==> config.mk <==
export PLATFORM = sky130hd
export DESIGN_NAME = bidir_in_filter
export DESIGN_NICKNAME = d
export VERILOG_FILES = /design/src/rtl/bidir_in_filter.sv
export SDC_FILE = /design/constraint.sdc
export NUM_CORES = 1
export LEC_CHECK = 0
export ABC_AREA = 1
export CAP_MARGIN = 0
export CORE_ASPECT_RATIO = 0.75
export CORE_MARGIN = 1
export CORE_UTILIZATION = 44
export CTS_CLUSTER_SIZE = 10
export DETAILED_ROUTE_END_ITERATION = 10
export GPL_TIMING_DRIVEN = 0
export HOLD_SLACK_MARGIN = 0.15
export PLACE_DENSITY = 0.64
export SYNTH_ARGS = -nofsm -noshare
export SYNTH_HDL_FRONTEND = slang
export SYNTH_SLANG_ARGS = --single-unit
==> constraint.sdc <==
create_clock -name clk -period 2.4 [get_ports clk]
set_input_delay 0.36 -clock clk [delete_from_list [all_inputs] [get_ports clk]]
set_output_delay 0.36 -clock clk [all_outputs]
set_load 0.05 [all_outputs]
==> src/rtl/bidir_in_filter.sv <==
// Per-pin input conditioning: 2-FF synchronizer, prescaled glitch filter (or bypass), sticky edge flags.
// Latency 2 cycles bypassed / N+1 sample ticks after sync when filtered; no backpressure, free-running.
module bidir_in_filter #(
  parameter int IOWidth       = 36,
  parameter int FilterWidth   = 8,
  parameter int PrescaleWidth = 16
) (
  input  logic                     clk,
  input  logic                     reset_n,
  input  logic [IOWidth-1:0]       pin_in,
  input  logic [IOWidth-1:0]       filt_en,
  input  logic [FilterWidth-1:0]   filt_len,
  input  logic [PrescaleWidth-1:0] prescale,
  input  logic [IOWidth-1:0]       clear_events,
  output logic [IOWidth-1:0]       filt_data,
  output logic [IOWidth-1:0]       rise_event,
  output logic [IOWidth-1:0]       fall_event,
  output logic                     tick
);

  logic [IOWidth-1:0]       sync1;
  logic [IOWidth-1:0]       sync2;
  logic [IOWidth-1:0]       filt_prev;
  logic [IOWidth-1:0]       filt_nxt;
  logic [PrescaleWidth-1:0] pcnt;
  logic [FilterWidth-1:0]   cnt     [IOWidth];
  logic [FilterWidth-1:0]   cnt_nxt [IOWidth];

  // The >= compare fires before cnt can pass filt_len, so cnt never wraps.
  always_comb begin
    filt_nxt = filt_data;
    for (int i = 0; i < IOWidth; i++) begin
      cnt_nxt[i] = cnt[i];
      if (!filt_en[i]) begin
        filt_nxt[i] = sync2[i];
        cnt_nxt[i]  = '0;
      end else if (sync2[i] == filt_data[i]) begin
        cnt_nxt[i] = '0;
      end else if (tick) begin
        if (cnt[i] >= filt_len) begin
          filt_nxt[i] = sync2[i];
          cnt_nxt[i]  = '0;
        end else begin
          cnt_nxt[i] = cnt[i] + 1'b1;
        end
      end
    end
  end

  always_ff @(posedge clk) begin
    if (!reset_n) begin
      sync1      <= '0;
      sync2      <= '0;
      filt_data  <= '0;
      filt_prev  <= '0;
      rise_event <= '0;
      fall_event <= '0;
      pcnt       <= '0;
      tick       <= 1'b0;
      for (int i = 0; i < IOWidth; i++) begin
        cnt[i] <= '0;
      end
    end else begin
      sync1     <= pin_in;
      sync2     <= sync1;
      filt_data <= filt_nxt;
      filt_prev <= filt_data;
      for (int i = 0; i < IOWidth; i++) begin
        cnt[i] <= cnt_nxt[i];
      end
      // A new edge beats a same-cycle clear so no event is ever lost.
      rise_event <= (rise_event & ~clear_events) | (filt_data & ~filt_prev);
      fall_event <= (fall_event & ~clear_events) | (~filt_data & filt_prev);
      if (pcnt == prescale) begin
        pcnt <= '0;
        tick <= 1'b1;
      end else begin
        pcnt <= pcnt + 1'b1;
        tick <= 1'b0;
      end
    end
  end

endmodule

==> impl_metrics.yaml <==
die:
  dieWidth_um: 293
  design.portCount: 243
  floorplan.initialDensity_pct: 44.8
  placement_rows: 79
  core_area_um2: 62400
  die_height_um: 220
  floorplan.die_area_um2: 64600
clock_tree:
  clk_latency_ns: 0.63
  cts-htree-levels: 2
  cts_tree: "yes"
  clock_tree.root_cell: "sky130_fd_sc_hd__clkbuf_16"
  post_cts_setup_buffers: 0
  cts_max_path_buffers: 3
  cts.reportedPaths.clkPinSlew_ns: 0.06
  cts_buffers: 59
  cts.hold.buffers_added: 0
  post_cts_resize_count: 0
  clock-sinks: 521
sta:
  measured_slew_at_the_worst_slew_check_pin_ns: 1.01
  finalClockSkew_ns: 0.0232
  timing.final.crit_share_pct: 94.2
  hold_viol: 0
  rsz_0062_raised_after_global_routing: "no"
  post-route-worst-setup-slack_ns: 0.138
  setup_tns_ns: 0
  setup_viol_count_final: 0
  finalWorstPathRequiredPeriod_ns: 2.26
  slew_viols_final: 0
  max_clock_freq_mhz: 442
  timing.max_slew.rel_slack_pct: 32.9
  holdWs_ns: 0.269
route:
  finalWirelength_um: 71600
  drc: 0
  detail_route.first_pass.iterations: 5
  drt_first_iter_violations: 1246
  antenna_viol_nets_final: 0
  via_density_per_instance: 4.73
  dr_vias: 23415
  detail_route.wl_per_cell_um: 14.5
worst_setup_path:
  cp_data_required_time_ns: 2.04
  critPathCaptureType: "output pin"
  timing.critical_path.from_type: "register"
  setup.worst_path.class: "reg -> out"
  cpLargestDelayFamily: "buffers and inverters"
  worstPathCellList: "clkdlybuf4s50_1"
  timing.critical_path.arrival_ns: 1.90
  critical-path-slowest-cell: "sky130_fd_sc_hd__clkdlybuf4s50_1"
  cp_max_fo: 2
  worst-path-buf-inv: 1
  critical_path.max_stage_delay_ns: 0.86
global_route:
  grt_pass1_wl_um: 115000
  grt_use_total_pct: 22.4
  largest_net_degree_at_the_start_of_global_routing: 27
  grt_antenna_before_repair: 1
  grt-ovfl-total: 0
  first_global_vias: 21522
placed_design:
  gp_congestion: 0.814
  dpl.hpwl_um: 51100
  buffer_ports.inserted: 241
  numPlacedInstances: 4870
  pre_cts_slack_ns: -0.471
logic_synthesis:
  syn_area_per_cell_um2: 7.41
  synth_cell_types: 29
  synth_seq_cells: 521
  post_syn_instances: 3771
  synth.yosys.warnings: 0
  synth.net_count: 4230
  synth.yosys.seq_area_share_pct: 37.3
  mappedNetlistArea_um2: 28000
layout:
  area.growth.synth_to_final_pct: 18.7
  layout_commonest_cell: "sky130_fd_sc_hd__nand2_1"
  inserted_diodes: 0
  fin_cells: 4946
  num-nets-final: 4540
  final_cell_mix: "sky130_fd_sc_hd__nand2_1, sky130_fd_sc_hd__nor2_1, sky130_fd_sc_hd__dfxtp_1, sky130_fd_sc_hd__inv_1, sky130_fd_sc_hd__ha_1"
  post_route_cells_drive_above_1_share_pct: 4.49
power_and_ir_drop:
  leak_nw: 15.4
  max-vdd-ir-drop_uv: 582
  power.total_mw: 18.7
  power_density_nw_per_um2: 565
hold_path:
  hold_path_class: "in -> reg"
job:
  number_of_max_capacitance_violations_reported: 0
run_status:
  status: "finished, final reports clean"
worst paths after layout:
kind                                   from                 endpoint  slack, ns  cells after the start
hold reg to reg        sync1[11]$_SDFF_PN0_     sync2[11]$_SDFF_PN0_       0.40                      2
setup reg to reg            tick$_SDFF_PN0_  cnt[3][10]$_SDFFE_PP0P_       0.39                      6
setup / recovery  rise_event[16]$_SDFF_PN0_           rise_event[16]       0.14                      1
hold / removal                   pin_in[10]     sync1[10]$_SDFF_PN0_       0.27                      3
per-layer routing:
layer | GRT usage, % | routed length, um | vias up
li1 | - | - | 12456
met1 | 32.1 | 36000 | 10471
met2 | 35.6 | 30900 | 405
met3 | 3.29 | 3620 | 81
met4 | 4.38 | 1110 | 2
met5 | 0 | 11 | -
sequential cells by signal, summed over array words and instances, names as in the netlist:
register    count
tick            1
pcnt           16
rise_event     36
filt_data      36
sync1          36
filt_prev      36
sync2          36
fall_event     36
cnt           288
report_power, final:
| part | internal (mW) | switching [mW] |
|---|---|---|
| Clock | 4.47 | 3.52 |
| Combinational | 0.688 | 1.12 |
| Sequential | 8.82 | 0.113 |
| Total | 14.0 | 4.75 |
worst min-delay path: stages:
cell                              delay, ns
sky130_fd_sc_hd__clkdlybuf4s50_1       0.39
sky130_fd_sc_hd__nand2_1               0.06
sky130_fd_sc_hd__inv_1                 0.04
per-stage QoR:
step                cell area [um2]  util (%)
floorplan                     28000         -
global placement              31400      50.4
detailed placement            31600      50.7
CTS                           33200      53.2
global route                  33200      53.2
finish                        33200      53.2
area by class of cell:
cell class              count  area [um2]
well taps                 850        1060
inverters                 521        1960
clock buffers              73        1560
repair buffers            249        2570
clock inverters             3        32.5
fillers                  5996       29200
flip-flops and latches    521       10400
multi-input cells        2665       15300
plain buffers              64         310
cells in the mapped netlist:
library cell	n	area, um2
sky130_fd_sc_hd__xor2_1	118	1030
sky130_fd_sc_hd__ha_1	325	4070
sky130_fd_sc_hd__nand2_2	10	62.6
sky130_fd_sc_hd__buf_8	2	30.0
sky130_fd_sc_hd__nor3_4	30	488
sky130_fd_sc_hd__o21ai_0	38	190
sky130_fd_sc_hd__nor2_1	529	1990
sky130_fd_sc_hd__buf_2	20	100
sky130_fd_sc_hd__nand4_1	45	282
sky130_fd_sc_hd__nand3_1	151	756
sky130_fd_sc_hd__a21oi_1	180	901
sky130_fd_sc_hd__nor3_1	108	541
sky130_fd_sc_hd__inv_1	519	1950
sky130_fd_sc_hd__or2_2	6	37.5
sky130_fd_sc_hd__a21o_1	1	7.51
sky130_fd_sc_hd__o21a_1	35	263
sky130_fd_sc_hd__dfxtp_1	521	10400
sky130_fd_sc_hd__buf_6	3	33.8
sky130_fd_sc_hd__nor3_2	1	10.0
sky130_fd_sc_hd__clkbuf_1	33	124
sky130_fd_sc_hd__xnor2_1	91	797
sky130_fd_sc_hd__inv_4	1	6.26
sky130_fd_sc_hd__buf_1	6	22.5
sky130_fd_sc_hd__o22ai_1	7	43.8
sky130_fd_sc_hd__clkinv_1	1	3.75
sky130_fd_sc_hd__nor2_2	31	194
sky130_fd_sc_hd__nor4_1	1	6.26
sky130_fd_sc_hd__nand2_1	957	3590
sky130_fd_sc_hd__nand3b_1	1	7.51
cell families after synthesis:
group           count (synthesis)  share of synthesized area [%]
compound gates                261                           5.03
xor+xnor                      209                           6.55
fa+ha+maj                     325                           14.5
buf+inv                       585                           8.11
flops                         521                           37.3
simple gates                 1870                           28.5
Note: power is estimated with default switching activity, not from simulation.
